## src/rtl/id_ex_stage.sv

```systemverilog
// ID/EX pipeline register with MEM/WB forwarding, load-use bubble insertion and valid/ready flow.
// Optional stall counter output enabled by defining ID_EX_STALL_CNT_EN.
module id_ex_stage #(
  parameter int unsigned XLEN = 32,
  parameter int unsigned RA_W = 5
) (
  input  logic            i_clk,
  input  logic            i_rst_n,
  input  logic            i_id_valid,
  output logic            o_id_ready,
  input  logic [XLEN-1:0] iv_pc,
  input  logic [XLEN-1:0] iv_imm,
  input  logic [XLEN-1:0] iv_rs1_data,
  input  logic [XLEN-1:0] iv_rs2_data,
  input  logic [RA_W-1:0] iv_rs1_addr,
  input  logic [RA_W-1:0] iv_rs2_addr,
  input  logic [RA_W-1:0] iv_rd_addr,
  input  logic [4:0]      iv_ALUop,
  input  logic            i_use_pc,
  input  logic            i_use_imm,
  input  logic            i_reg_write,
  input  logic            i_mem_read,
  input  logic            i_mem_write,
  input  logic            i_flush,
  input  logic            i_ex_ready,
  input  logic [RA_W-1:0] iv_mem_rd_addr,
  input  logic [RA_W-1:0] iv_wb_rd_addr,
  input  logic [XLEN-1:0] iv_mem_result,
  input  logic [XLEN-1:0] iv_wb_result,
  input  logic            i_mem_reg_write,
  input  logic            i_wb_reg_write,
  output logic            o_ex_valid,
  output logic [XLEN-1:0] ov_A,
  output logic [XLEN-1:0] ov_B,
  output logic [XLEN-1:0] ov_store_data,
  output logic [4:0]      ov_ALUop,
  output logic [RA_W-1:0] ov_rd_addr,
  output logic            o_reg_write,
  output logic            o_mem_read,
  output logic            o_mem_write,
  output logic            o_load_use
`ifdef ID_EX_STALL_CNT_EN
  ,
  output logic [31:0]     ov_stall_cnt
`endif
);

  typedef enum logic [0:0] {StRun, StBubble} state_e;

  state_e          r_state, w_state_d;
  logic            r_valid;
  logic [XLEN-1:0] r_pc, r_imm, r_rs1_data, r_rs2_data;
  logic [RA_W-1:0] r_rs1_addr, r_rs2_addr, r_rd_addr;
  logic [4:0]      r_aluop;
  logic            r_use_pc, r_use_imm, r_reg_write, r_mem_read, r_mem_write;

  logic            w_adv, w_load_use, w_capture, w_bubble, w_clear;
  logic [XLEN-1:0] w_fwd1, w_fwd2;

  assign w_adv      = !r_valid || i_ex_ready;
  assign w_load_use = r_valid && r_mem_read && i_id_valid && (r_rd_addr != '0) &&
                      ((r_rd_addr == iv_rs1_addr) || (r_rd_addr == iv_rs2_addr));

  // Ready is forced low while reset is asserted, independent of the held state.
  assign o_id_ready = i_rst_n && (i_flush || (w_adv && !w_load_use));
  assign o_load_use = w_load_use;

  always_comb begin
    w_state_d = StRun;
    w_capture = 1'b0;
    w_bubble  = 1'b0;
    w_clear   = 1'b0;
    unique case (r_state)
      StRun: begin
        if (i_flush) begin
          w_clear = 1'b1;
        end else if (w_adv) begin
          if (w_load_use) begin
            w_bubble  = 1'b1;
            w_state_d = StBubble;
          end else if (i_id_valid) begin
            w_capture = 1'b1;
          end else begin
            w_clear = 1'b1;
          end
        end
      end
      StBubble: begin
        // Held entry is the bubble, so the dependent instruction is taken here.
        if (i_flush) begin
          w_clear = 1'b1;
        end else if (w_adv) begin
          if (i_id_valid && !w_load_use) begin
            w_capture = 1'b1;
          end else begin
            w_clear = 1'b1;
          end
        end
      end
      default: w_state_d = StRun;
    endcase
  end

  always_ff @(posedge i_clk or negedge i_rst_n) begin
    if (!i_rst_n) begin
      r_state <= StRun;
    end else begin
      r_state <= w_state_d;
    end
  end

  always_ff @(posedge i_clk or negedge i_rst_n) begin
    if (!i_rst_n) begin
      r_valid     <= 1'b0;
      r_pc        <= '0;
      r_imm       <= '0;
      r_rs1_data  <= '0;
      r_rs2_data  <= '0;
      r_rs1_addr  <= '0;
      r_rs2_addr  <= '0;
      r_rd_addr   <= '0;
      r_aluop     <= '0;
      r_use_pc    <= 1'b0;
      r_use_imm   <= 1'b0;
      r_reg_write <= 1'b0;
      r_mem_read  <= 1'b0;
      r_mem_write <= 1'b0;
    end else if (w_capture) begin
      r_valid     <= 1'b1;
      r_pc        <= iv_pc;
      r_imm       <= iv_imm;
      r_rs1_data  <= iv_rs1_data;
      r_rs2_data  <= iv_rs2_data;
      r_rs1_addr  <= iv_rs1_addr;
      r_rs2_addr  <= iv_rs2_addr;
      r_rd_addr   <= iv_rd_addr;
      r_aluop     <= iv_ALUop;
      r_use_pc    <= i_use_pc;
      r_use_imm   <= i_use_imm;
      r_reg_write <= i_reg_write;
      r_mem_read  <= i_mem_read;
      r_mem_write <= i_mem_write;
    end else if (w_bubble) begin
      r_valid     <= 1'b0;
      r_reg_write <= 1'b0;
      r_mem_read  <= 1'b0;
      r_mem_write <= 1'b0;
    end else if (w_clear) begin
      r_valid <= 1'b0;
    end
  end

  // MEM result is younger than WB, so it wins; x0 never forwards.
  assign w_fwd1 = (i_mem_reg_write && (iv_mem_rd_addr == r_rs1_addr) && (r_rs1_addr != '0)) ?
                  iv_mem_result :
                  (i_wb_reg_write && (iv_wb_rd_addr == r_rs1_addr) && (r_rs1_addr != '0)) ?
                  iv_wb_result : r_rs1_data;
  assign w_fwd2 = (i_mem_reg_write && (iv_mem_rd_addr == r_rs2_addr) && (r_rs2_addr != '0)) ?
                  iv_mem_result :
                  (i_wb_reg_write && (iv_wb_rd_addr == r_rs2_addr) && (r_rs2_addr != '0)) ?
                  iv_wb_result : r_rs2_data;

  assign o_ex_valid    = r_valid;
  assign ov_A          = r_use_pc ? r_pc : w_fwd1;
  assign ov_B          = r_use_imm ? r_imm : w_fwd2;
  assign ov_store_data = w_fwd2;
  assign ov_ALUop      = r_aluop;
  assign ov_rd_addr    = r_rd_addr;
  assign o_reg_write   = r_reg_write && r_valid;
  assign o_mem_read    = r_mem_read && r_valid;
  assign o_mem_write   = r_mem_write && r_valid;

`ifdef ID_EX_STALL_CNT_EN
  logic [31:0] r_stall_cnt;

  always_ff @(posedge i_clk or negedge i_rst_n) begin
    if (!i_rst_n) begin
      r_stall_cnt <= '0;
    end else if (i_id_valid && !o_id_ready && (r_stall_cnt != 32'hFFFF_FFFF)) begin
      r_stall_cnt <= r_stall_cnt + 32'd1;
    end
  end

  assign ov_stall_cnt = r_stall_cnt;
`endif

endmodule

```

## config.mk

```make
export PLATFORM = sky130hd
export DESIGN_NAME = id_ex_stage
export DESIGN_NICKNAME = d
export VERILOG_FILES = /design/src/rtl/id_ex_stage.sv
export SDC_FILE = /design/constraint.sdc
export NUM_CORES = 1
export LEC_CHECK = 0
export ABC_CLOCK_PERIOD_IN_PS = 3200
export CAP_MARGIN = 20
export CORE_ASPECT_RATIO = 0.75
export CORE_MARGIN = 4
export CORE_UTILIZATION = 44
export CTS_CLUSTER_DIAMETER = 80
export DETAILED_ROUTE_END_ITERATION = 10
export PLACE_DENSITY = 0.88
export SLEW_MARGIN = 15
export SYNTH_ARGS = -nofsm -noshare
export SYNTH_HDL_FRONTEND = slang
export SYNTH_SLANG_ARGS = --single-unit
export TNS_END_PERCENT = 20
```

## constraint.sdc

```tcl
create_clock -name i_clk -period 3.2 [get_ports i_clk]
set_input_delay 0.64 -clock i_clk [delete_from_list [all_inputs] [get_ports i_clk]]
set_output_delay 0.64 -clock i_clk [all_outputs]
set_load 0.02 [all_outputs]
```

==> impl_metrics.env <==
export IMPL_r2r_start="ov_rd_addr[1]"
export IMPL_async_flop_share=1.00
export IMPL_crit_buf_inv=4
export IMPL_stdcell_count=1452
export IMPL_ios=346
export IMPL_period_needed_ns=3.36
export IMPL_p_per_area_mw_per_mm2=558
export IMPL_synth_edf_count=0
export IMPL_drc=0
export IMPL_hold_buffers=0
export IMPL_portBuffers=345
export IMPL_clockBufferDepth=2
export IMPL_dr_pass1_iters=8
export IMPL_critPathSlowestCell="or4_4"
export IMPL_rows=44
export IMPL_path_clk_slew_ns=0.07
export IMPL_clkSinkCount=155
export IMPL_postLayoutCoreUtil=0.754
export IMPL_setup_slack_ns=-0.163
export IMPL_dp_slack_ns=-0.674
export IMPL_die_h_um=129
export IMPL_vias=8496
export IMPL_netlist_instances=763
export IMPL_fin_skew_ns=0.0141
export IMPL_relSlewSlack=0.553
export IMPL_fmax_mhz=297
export IMPL_cp_required_ns=2.56
export IMPL_fin_crit_sh=1.05
export IMPL_routed_wirelength_um=36600
export IMPL_h_tree_depth=4
export IMPL_cts_made_buffers=17
export IMPL_critPathCaptureType="output pin"
export IMPL_critPathKind="reg2out"
export IMPL_hold_ws_ns=0.375
export IMPL_final_hold_viol_count=0
export IMPL_max_stage_delay_ns=0.58
export IMPL_critPathLaunch="r_rs2_addr[4]"
export IMPL_gp_routability_congestion=0.938
export IMPL_critPathMostFrequentCell="buf_6"
export IMPL_antenna_found_initial=3
export IMPL_final_cell_mix="236 x clkdlybuf4s50_1, 153 x dfrtp_1, 103 x mux2_2"
export IMPL_leakage_nw=6.15
export IMPL_grt_pass1_vias=8934
export IMPL_rsz0062_at_grt="yes"
export IMPL_diodes=0
export IMPL_die_w_um=170
export IMPL_fp_coreArea_mm2=0.0193
export IMPL_dp_hpwl_um=25200
export IMPL_final_area_mm2=0.0146
export IMPL_fill_cells=1233
export IMPL_grt_use_total=0.313
export IMPL_routedWlPerCell_um=25.2
export IMPL_dieArea_mm2=0.0220
export IMPL_drive_above_1_share=0.375
export IMPL_slew_violations=0
export IMPL_yosysWarnings=0
export IMPL_cts_tree="built"
export IMPL_crit_chain="or4_4 -> buf_6 -> or2_4 -> buf_16 -> nand3_2 -> a31oi_2 -> buf_4 -> mux2_2 -> buf_6"
export IMPL_syn_area_mm2=0.00864
export IMPL_maxCapViolCount=0
export IMPL_clock_latency_ns=0.42
export IMPL_overflow=0
export IMPL_vias_per_cell=5.85
export IMPL_worstMarginPinSlew_ns=0.671
export IMPL_placed_cell_area_mm2=0.0130
export IMPL_nNetsFinal=1420
export IMPL_ant_nets=0
export IMPL_grt_max_degree=117
export IMPL_violations="negative setup slack"
export IMPL_finalSetupViolCount=64
export IMPL_syn_avg_cell_area_um2=11.3
export IMPL_hold_class="in2async"
export IMPL_start_kind="flip-flop"
export IMPL_layout_commonest_cell="clkdlybuf4s50_1"
export IMPL_syn_nets=997
export IMPL_dp_cells=1385
export IMPL_synth_flop_cell="dfrtp_1"
export IMPL_synthToLayoutAreaGrowth_pct=68.5
export IMPL_synth_distinct_cells=37
export IMPL_status="finished, violations left"
export IMPL_yosysSeqAreaShare=0.449
export IMPL_cts_root_buf="clkbuf_16"
export IMPL_synth_seq_cells=155
export IMPL_peakVddDrop_mv=0.411
export IMPL_initial_core_util=0.447
export IMPL_drtIter0Drc=1028
export IMPL_crit_fanout=16
export IMPL_grt_pass1_wl_um=52200
export IMPL_cp_top_family="simple AND/OR/NAND/NOR gates"
export IMPL_arrival_ns=2.72
==> layer usage <==
metal | routed length, um | up-vias | global-route usage
li1 | - | 3674 | -
met1 | 14300 | 4186 | 0.387
met2 | 17500 | 531 | 0.518
met3 | 3610 | 99 | 0.0982
met4 | 1180 | 6 | 0.119
met5 | 41 | - | 0
==> final timing paths <==
kind / end / slack, ns / cells past startpoint
max in group asynchronous: r_use_imm / 1.73 / 3
hold reg to reg: r_state / 0.47 / 1
setup reg to reg: r_pc[8] / 0.73 / 6
min in group i_clk: r_state / 0.47 / 1
hold / removal: r_pc[31] / 0.38 / 2
setup / recovery: ov_B[14] / -0.16 / 9
==> synthesized netlist by cell type, types with 2 or more instances <==
cell type | instances | area, um^2
clkbuf_1 | 37 | 139
nor3_1 | 33 | 165
mux2_2 | 114 | 1280
xnor2_1 | 28 | 245
nor2_1 | 3 | 11.3
inv_1 | 64 | 240
nand2_1 | 6 | 22.5
nand3_1 | 34 | 170
buf_6 | 8 | 90.1
dfrtp_1 | 155 | 3880
mux2i_1 | 32 | 320
or2_1 | 2 | 12.5
buf_2 | 17 | 85.1
and2_1 | 3 | 18.8
and3_1 | 33 | 206
xor2_1 | 2 | 17.5
a222oi_1 | 32 | 320
o31ai_1 | 32 | 240
or4_1 | 3 | 22.5
mux2_1 | 68 | 766
nand4_1 | 4 | 25.0
a22o_1 | 3 | 26.3
nor2b_1 | 2 | 12.5
a31oi_1 | 33 | 206
buf_4 | 3 | 22.5
==> where the power goes <==
part	switching, W	leakage [nW]	total, W	internal (W)
logic	0.00167	4.02	0.00346	0.00179
registers	0.000263	1.82	0.00257	0.00231
clock network	0.000943	0.300	0.00210	0.00116
total	0.00288	6.15	0.00813	0.00525
==> cells by family after synthesis <==
family / count (synthesis) / synth area share
mux: 214 / 0.274
flops: 155 / 0.449
buf+inv: 130 / 0.0672
simple gates: 127 / 0.0808
compound gates: 107 / 0.0985
xor+xnor: 30 / 0.0304
==> metrics by stage <==
| step | total power (W) | setup TNS [ns] |
|---|---|---|
| 5_1_grt | 0.00844 | -9.87 |
| 6_report | 0.00813 | -4.10 |
| 3_5_place_dp | 0.00574 | -50.30 |
| 3_3_place_gp | 0.00565 | -46.12 |
| 2_1_floorplan | 0.00403 | 0 |
| 4_1_cts | 0.00790 | -4.97 |
==> layout make-up <==
type | instances | area (um^2) | area share
Inverter | 64 | 240 | 0.0165
Tap cell | 253 | 317 | 0.0217
Clock buffer | 19 | 453 | 0.0311
Multi-Input combinational cell | 480 | 4870 | 0.335
Timing Repair Buffer | 468 | 4650 | 0.319
Sequential cell | 155 | 3880 | 0.267
Clock inverter | 13 | 153 | 0.0105
==> sequential cells by signal, summed over array words and instances, names as in the netlist, 5 cells and up <==
register    cells
r_rs1_data     32
r_pc           32
r_rs2_data     32
ov_ALUop        5
r_rs2_addr      5
ov_rd_addr      5
r_rs1_addr      5
r_imm          32
==> timing repair <==
item,CTS,global route
pin swaps,65,21
buffers inserted,18,12
gates resized for setup,481,111
cloned,7,2
endpoints found under the hold margin,0,0
endpoints found under the setup margin,96,97
No activity file was read; power rests on OpenSTA's default activity.
